**src/rtl/bcd_pkg.sv**
```systemverilog
// Shared types, constants and helpers for the serial BCD adder.
package bcd_pkg;

  typedef enum logic [1:0] {
    IDLE = 2'd0,
    RUN  = 2'd1,
    DONE = 2'd2
  } state_t;

  localparam int unsigned DIGIT_W  = 4;
  localparam int unsigned BCD_MAX  = 9;
  localparam int unsigned BCD_CORR = 6;

  // Nine's complement of one BCD digit, wrapping modulo 16 for invalid digits.
  function automatic logic [DIGIT_W-1:0] nines(input logic [DIGIT_W-1:0] d);
    return DIGIT_W'(4'd9 - d);
  endfunction

endpackage

```
**src/rtl/bcd_digit_add.sv**
```systemverilog
// Single decimal digit add with +6 correction; combinational.
module bcd_digit_add
  import bcd_pkg::*;
(
  input  logic [DIGIT_W-1:0] a,
  input  logic [DIGIT_W-1:0] b,
  input  logic               ci,
  output logic [DIGIT_W-1:0] s,
  output logic               co
);

  logic [DIGIT_W:0] t;

  // Binary sum, then decimal correction truncated back to one digit.
  always_comb begin
    t = (DIGIT_W+1)'(a) + (DIGIT_W+1)'(b) + (DIGIT_W+1)'(ci);
    if (t > (DIGIT_W+1)'(BCD_MAX)) begin
      s  = DIGIT_W'(t + (DIGIT_W+1)'(BCD_CORR));
      co = 1'b1;
    end else begin
      s  = t[DIGIT_W-1:0];
      co = 1'b0;
    end
  end

endmodule

```
**src/rtl/bcd_adder_serial.sv**
```systemverilog
// Digit-serial packed-BCD adder/subtractor with start/busy/done handshake.
module bcd_adder_serial
  import bcd_pkg::*;
#(
  parameter int unsigned DIGITS = 4
) (
  input  logic                        clk,
  input  logic                        rst,
  input  logic                        start,
  input  logic                        sub,
  input  logic                        cin,
  input  logic [DIGIT_W*DIGITS-1:0]   a,
  input  logic [DIGIT_W*DIGITS-1:0]   b,
  output logic                        busy,
  output logic                        done,
  output logic [DIGIT_W*DIGITS-1:0]   sum,
  output logic                        cout,
  output logic                        err
);

  localparam int unsigned W     = DIGIT_W * DIGITS;
  localparam int unsigned IDX_W = (DIGITS > 1) ? $clog2(DIGITS) : 1;
  localparam logic [IDX_W-1:0] LAST_IDX = IDX_W'(DIGITS - 1);

  state_t             state_q, state_d;
  logic [W-1:0]       a_q, b_q, res_q, res_next;
  logic               sub_q, carry_q, err_q;
  logic [IDX_W-1:0]   idx_q;
  logic               capture, last;
  logic               err_in;
  logic [DIGIT_W-1:0] bd, s;
  logic               co;

  // Flag any operand digit above 9 at capture time.
  always_comb begin
    err_in = 1'b0;
    for (int i = 0; i < int'(DIGITS); i++) begin
      if (a[DIGIT_W*i +: DIGIT_W] > DIGIT_W'(BCD_MAX) ||
          b[DIGIT_W*i +: DIGIT_W] > DIGIT_W'(BCD_MAX))
        err_in = 1'b1;
    end
  end

  // Current digit of B, complemented for subtraction.
  always_comb begin
    bd       = sub_q ? nines(b_q[DIGIT_W-1:0]) : b_q[DIGIT_W-1:0];
    res_next = W'({s, res_q} >> DIGIT_W);
  end

  bcd_digit_add u_digit (
    .a  (a_q[DIGIT_W-1:0]),
    .b  (bd),
    .ci (carry_q),
    .s  (s),
    .co (co)
  );

  // State register.
  always_ff @(posedge clk) begin
    if (rst) state_q <= IDLE;
    else     state_q <= state_d;
  end

  // Next-state logic and operand capture strobe.
  always_comb begin
    state_d = state_q;
    capture = 1'b0;
    last    = (idx_q == LAST_IDX);
    case (state_q)
      IDLE: begin
        if (start) begin
          state_d = RUN;
          capture = 1'b1;
        end
      end
      RUN: begin
        if (last) state_d = DONE;
      end
      DONE: begin
        if (start) begin
          state_d = RUN;
          capture = 1'b1;
        end else begin
          state_d = IDLE;
        end
      end
      default: state_d = IDLE;
    endcase
  end

  assign busy = (state_q == RUN);

  // Working shift registers and registered results.
  always_ff @(posedge clk) begin
    if (rst) begin
      a_q     <= '0;
      b_q     <= '0;
      res_q   <= '0;
      sub_q   <= 1'b0;
      carry_q <= 1'b0;
      err_q   <= 1'b0;
      idx_q   <= '0;
      done    <= 1'b0;
      sum     <= '0;
      cout    <= 1'b0;
      err     <= 1'b0;
    end else begin
      done <= 1'b0;
      if (capture) begin
        a_q     <= a;
        b_q     <= b;
        sub_q   <= sub;
        carry_q <= sub ? ~cin : cin;
        err_q   <= err_in;
        idx_q   <= '0;
        res_q   <= '0;
      end else if (state_q == RUN) begin
        a_q     <= a_q >> DIGIT_W;
        b_q     <= b_q >> DIGIT_W;
        carry_q <= co;
        res_q   <= res_next;
        idx_q   <= idx_q + IDX_W'(1);
        if (last) begin
          done <= 1'b1;
          sum  <= res_next;
          cout <= co;
          err  <= err_q;
        end
      end
    end
  end

endmodule

```
**config.mk**
```make
export PLATFORM = sky130hd
export DESIGN_NAME = bcd_adder_serial
export DESIGN_NICKNAME = d
export VERILOG_FILES = /design/src/rtl/bcd_pkg.sv /design/src/rtl/bcd_digit_add.sv /design/src/rtl/bcd_adder_serial.sv
export SDC_FILE = /design/constraint.sdc
export NUM_CORES = 1
export LEC_CHECK = 0
export ABC_AREA = 0
export BUFFER_PORTS_ARGS = -buffer_cell sky130_fd_sc_hd__clkbuf_2
export CAP_MARGIN = 20
export CORE_MARGIN = 5
export CORE_UTILIZATION = 46
export CTS_BUF_LIST = sky130_fd_sc_hd__clkbuf_8
export DETAILED_ROUTE_END_ITERATION = 6
export PLACE_DENSITY = 0.71
export SLEW_MARGIN = 20
export SYNTH_ARGS = -nofsm -noshare
export SYNTH_HDL_FRONTEND = slang
export SYNTH_SLANG_ARGS = --single-unit
```
**constraint.sdc**
```tcl
create_clock -name clk -period 2.7 [get_ports clk]
set_input_delay 0.405 -clock clk [delete_from_list [all_inputs] [get_ports clk]]
set_output_delay 0.405 -clock clk [all_outputs]
set_load 0.005 [all_outputs]
```
== Word-level counts from Yosys, hierarchy flattened ==
Cells that the tools add are included.
Storage, ports and cells
  flip-flop bits (word level): 74
  bits in latches: 0
  bits in writable memories: 0
  memory bits (read-only): 0
  output and inout bits: 20
  memories kept: 0
Operators by class
  add/subtract/negate cells: 5
  multiply operators: 0
  divide/modulo/power cells: 0
  $lt $le $gt $ge: 9
  equal/unequal tests: 5
  shifts and indexed selects: 0
  muxes and demuxes: 21
  bitwise gates (word level): 3
  reduce and logical (&&, ||, !) cells: 11
Operators with widths (count)
  $mux W16: 4
  $gt A4 B4 Y1 const B: 8
  $mux W1: 12
  $mux W4: 2
  $pmux W2 S3: 1
  $add A4 B4 Y5: 1
  $add A5 B1 Y5: 1
  $gt A5 B4 Y1 const B: 1
  $add A4 B3 Y4 const B: 1
  $eq A2 B2 Y1 const B: 2
  $logic_or A1 B1 Y1: 4
  $mux W2: 2
  $reduce_or A2 Y1: 2
  $sub A4 B4 Y4 const A: 1
  $not A1 Y1: 3
  $reduce_and A3 Y1: 1
  $reduce_or A3 Y1: 1
  $add A2 B1 Y2 const B: 1
  $eq A2 B1 Y1 const B: 1
  $logic_not A2 Y1: 1
  $ne A2 B1 Y1 const B: 1
  $ne A2 B2 Y1 const B: 1
  $reduce_and A2 Y1: 1
  $reduce_bool A2 Y1: 1

== Logic depth before layout (Yosys ltp) ==
  depth in word-level cells: 8
  gate-level depth with buffers: 13
  depth with buffers taken out: 13

== Modules after synthesis ==
Synthesis repeated with hierarchy kept, for this count alone.
Second synthesis, totals
  cell total of the unflattened synthesis: 370
  area, all modules: 2989.1 um^2
Modules (own cells, without submodules)
  bcd_adder_serial: instances 1, cells each 348, area an instance 2777.7 um^2, seq. area each 1401.3 um^2
  bcd_digit_add: instances 1, cells each 22, area an instance 211.5 um^2, seq. area each 0.0 um^2

== Least setup slack after synthesis ==
OpenSTA, ideal clock, no wires.
  kind: register to register
  from: register b_q[1]
  to: register res_q[15]
  library setup time: 139 ps
  arrival time: 2406 ps
  data required time: 2561 ps
  slack: 155 ps
  cell stages (with the launch flop): 14
  path buffers: 0
  clock period less this slack: 2545 ps
  path through: dfxtp_1 inv_1 ha_1 nand2_1 o21ai_0 ha_1 xor2_1 inv_1 ha_1 nand2_1 o31a_1 nor2_1 o41ai_1 a211oi_1
On the way
  word-level cells in the longest chain between the ends: 6
  elaborated cells on any way between the ends: 7
  classes of those cells: 4 x add/sub; 1 x order compare; 2 x mux
Ends and longest elaborated chain
  start, declared: line bcd_adder_serial.sv:26  | logic [W-1:0] a_q, b_q, res_q, res_next;
  start signal, assigned: line bcd_adder_serial.sv:119  | b_q <= b_q >> DIGIT_W;
  $sub A4 B4 Y4: line bcd_pkg.sv:16  | return DIGIT_W'(4'd9 - d);
  $mux W4 (*): line bcd_adder_serial.sv:46  | bd = sub_q ? nines(b_q[DIGIT_W-1:0]) : b_q[DIGIT_W-1:0];
  $add A4 B4 Y5 (*): line bcd_digit_add.sv:16  | t = (DIGIT_W+1)'(a) + (DIGIT_W+1)'(b) + (DIGIT_W+1)'(ci);
  $add A5 B1 Y5 (*): line bcd_digit_add.sv:16
  $add A4 B3 Y4 or $gt A5 B4 Y1 (tied branches): line bcd_digit_add.sv:18, bcd_digit_add.sv:17
  $mux W4 (*): line bcd_digit_add.sv:17  | if (t > (DIGIT_W+1)'(BCD_MAX)) begin
  end signal, assigned: line bcd_adder_serial.sv:121  | res_q <= res_next;
  end, declared: line bcd_adder_serial.sv:26
Mark *: on every way between the ends. The rest lies on a longest branch, timed or not.
A chain may end at the register's enable or synchronous reset.

== Worst setup path in the final report ==
  from: register b_q[1]
  to: register sum[14]
On the way
  word-level cells in the longest chain between the ends: 6
  elaborated cells on any way between the ends: 7
  classes of those cells: 4 x add/sub; 1 x order compare; 2 x mux
Ends and longest elaborated chain
  $sub A4 B4 Y4: line bcd_pkg.sv:16
  $mux W4 (*): line bcd_adder_serial.sv:46
  $add A4 B4 Y5 (*): line bcd_digit_add.sv:16
  $add A5 B1 Y5 (*): line bcd_digit_add.sv:16
  $add A4 B3 Y4 or $gt A5 B4 Y1 (tied branches): line bcd_digit_add.sv:18, bcd_digit_add.sv:17
  $mux W4 (*): line bcd_digit_add.sv:17
  end signal, assigned: line bcd_adder_serial.sv:125  | sum <= res_next;
  end, declared: line bcd_adder_serial.sv:16  | output logic [DIGIT_W*DIGITS-1:0] sum,
Marked as above.

==> impl_results.md <==
- Startpoint types: register
- Global-route wire length before repair: 11,500 um
- Max Slew Vio Count: 0
- Total GRT Usage: 17.0%
- Initial DRC Count: 153
- Largest net degree at the start of global routing: 57
- Vias in the first global route: 2,467
- Final setup fails: 0
- H-tree Lvls: 3
- Max-slew headroom: 53.5%
- Min Tclk post-route: 2600 ps
- Cell with the most instances after synthesis: nand2_1
- Drt wl/cell: 14.3 um
- Commonest cells post-synth: nand2_1, dfxtp_1, a21oi_1
- Vias per inst: 5.35
- Capturing element type of the critical path: register
- Root cell of the clock tree: clkbuf_8
- Worst Hold End: a_q[12]
- EDFF count, synth: 0
- Worst EP required: 2910 ps
- Worst EP arrival: 2810 ps
- Die width: 90.0 um
- Worst Hold Class: in -> reg
- RSZ-0062 raised after global routing: yes
- Synth async-reset ratio: 0%
- Placer Congestion: 0.927
- Starting Density: 46.9%
- WHS Path Cells: 3
- CTS tree: done
- Routed Antenna Nets: 0
- Sink Count: 70
- Number of CTS-inserted buffers: 9
- Seq cells post-synth: 70
- # DRC: 0
- Pre-antenna DRT Iters: 4
- Avg Cell Area, Syn: 8.35 um^2
- Share of layout cells above drive strength 1: 26.0%
- Nets: 452
- Die H: 90.0 um
- Placed cell area: 3270 um^2
- Worst slew pin tran: 698 ps
- Synth area leader: dfxtp_1
- Main synth FF type: dfxtp_1
- Cell leakage power: 1.41 nW
- IO buf count: 56
- Reg2Reg Depth: 13
- Clock latency at the later pin of the worst-skew pair: 350 ps
- Synth top area share: 47.6%
- CORE AREA: 6280 um^2
- Final setup margin: 103 ps
- ANT cells: 0
- Mapped Nets: 398
- HPWL Detailed: 4550 um
- Worst-path clk slew: 80 ps
- Max_cap viols: 0
- Count of different cell masters after synthesis: 42
- Worst hold start: a[12]
- Ranking of synthesized cells by area: dfxtp_1, nand2_1, a21oi_1
- Post-Syn Area: 2950 um^2
- RR Endpoint: sum[14]
- Num ports: 57
- Critical-path maximum fanout: 4
- FF-to-FF setup slack: 100 ps
- Status: finished, final reports clean
- Yosys warns: 0
- Core Rows: 29
- Fin crit share: 96.2%
- Total wire length: 7010 um
- PD cells: 663 nW/um^2
- Endpoints failing hold: 0
- Sequential area share after synthesis: 47.6%
- Die ar.: 8110 um^2
- Routed vias: 2,614
- Initial antenna violation count: 0
- Synth-to-Final Area Change: 22.2%
- Clk buf depth: 2
- Worst VDD drop: 351 uV
- Place WS: -40.5 ps
- Cell area after layout: 3600 um^2
- Setup CP Type: reg -> reg
- Fmax: 385 MHz
- CTS Hold Bufs: 0
- Grt ovf: 0
- Worst Skew: 10.2 ps
- Final Util: 57.4%
- Gate Count Post-Synth: 353
- FF-to-FF Start: b_q[1]
how the worst max path moves through the flow:
| stage | startpoint | endpoint | depth (start not counted) |
|---|---|---|---|
| finish | b_q[1] | sum[14] | 13 |
| global route | b_q[1] | sum[14] | 13 |
| CTS | sub_q | sum[14] | 12 |
| detailed placement | b_q[1] | sum[15] | 13 |
| global placement | sub_q | sum[15] | 11 |
| floorplan | b_q[1] | res_q[15] | 13 |
placed cells by master, fill, tap and decap left out, types with 3 or more instances in the layout:
master,instances
nor3_1,3
clkbuf_8,11
a211oi_1,6
mux2i_1,3
nor2_1,27
buf_4,13
a21oi_1,50
a22oi_1,32
inv_2,3
dfxtp_1,66
o21ai_0,8
clkbuf_2,56
nand2_1,76
inv_1,7
ha_1,5
worst max-delay path, cell delays in order (launching register included):
cell and delay (ps):
dfxtp_4 350, inv_1 40, ha_1 280, nand2_1 60, o21ai_1 80, ha_1 370
xor2_2 260, inv_2 70, ha_4 170, nand2_4 70, o31ai_4 90, o31a_1 340
o211ai_1 200, a21oi_1 80
routing by layer:
layer  part of all wire [%]  wire, um  track usage (%)  vias to the layer above
li1                       -         -                -                     1332
met1                     45      3180             21.6                     1207
met2                     48      3360             26.8                       67
met3                    5.7       399             5.26                        8
met4                    1.0        72             6.82                        0
met5                      0         0                0                        -
report_power, final:
part           leakage [nW]  switching (mW)  internal, mW
Sequential            0.572          0.0288          1.08
Combinational         0.732           0.250         0.183
Clock                 0.108           0.379         0.469
layout make-up:
| type | count | area (um^2) |
|---|---|---|
| well taps | 77 | 96.3 |
| flip-flops and latches | 70 | 1410 |
| clock buffers | 11 | 151 |
| fillers | 573 | 2680 |
| inverters | 9 | 33.8 |
| repair buffers | 69 | 378 |
| multi-input cells | 248 | 1480 |
| clock inverters | 5 | 50.0 |
cell families after synthesis:
| kind of cell | count (synthesis) | share of synthesized area [%] |
|---|---|---|
| xor gates and xnor gates | 5 | 1.49 |
| muxes | 3 | 1.02 |
| and+or+nand+nor | 118 | 16.1 |
| buffers and inverters | 35 | 5.05 |
| DFF | 70 | 47.6 |
| adders and majority gates | 8 | 3.91 |
| AOI/OAI and AO/OA | 114 | 24.8 |
flip-flops by register name, summed over array words and instances (netlist names):
signal and cells:
err 1, res_q 12, carry_q 1, a_q 16, sub_q 1, b_q 16, idx_q 2, done 1
err_q 1, sum 16, state_q 2, cout 1
metrics by stage:
stage	power [mW]	hold WS, ps	instances	TNS (ps)
floorplan	1.37	432	353	0
global placement	1.46	443	468	0
detailed placement	1.47	446	468	-66.8
CTS	2.32	296	484	0
global route	2.48	309	489	-68.7
finish	2.39	313	489	0
timing repair:
item,in CTS,in global routing
resized for setup,2,22
endpoints found under the setup margin,2,8
setup buffers,0,5
pin swaps,1,10
(Power assumes the default switching activity.)
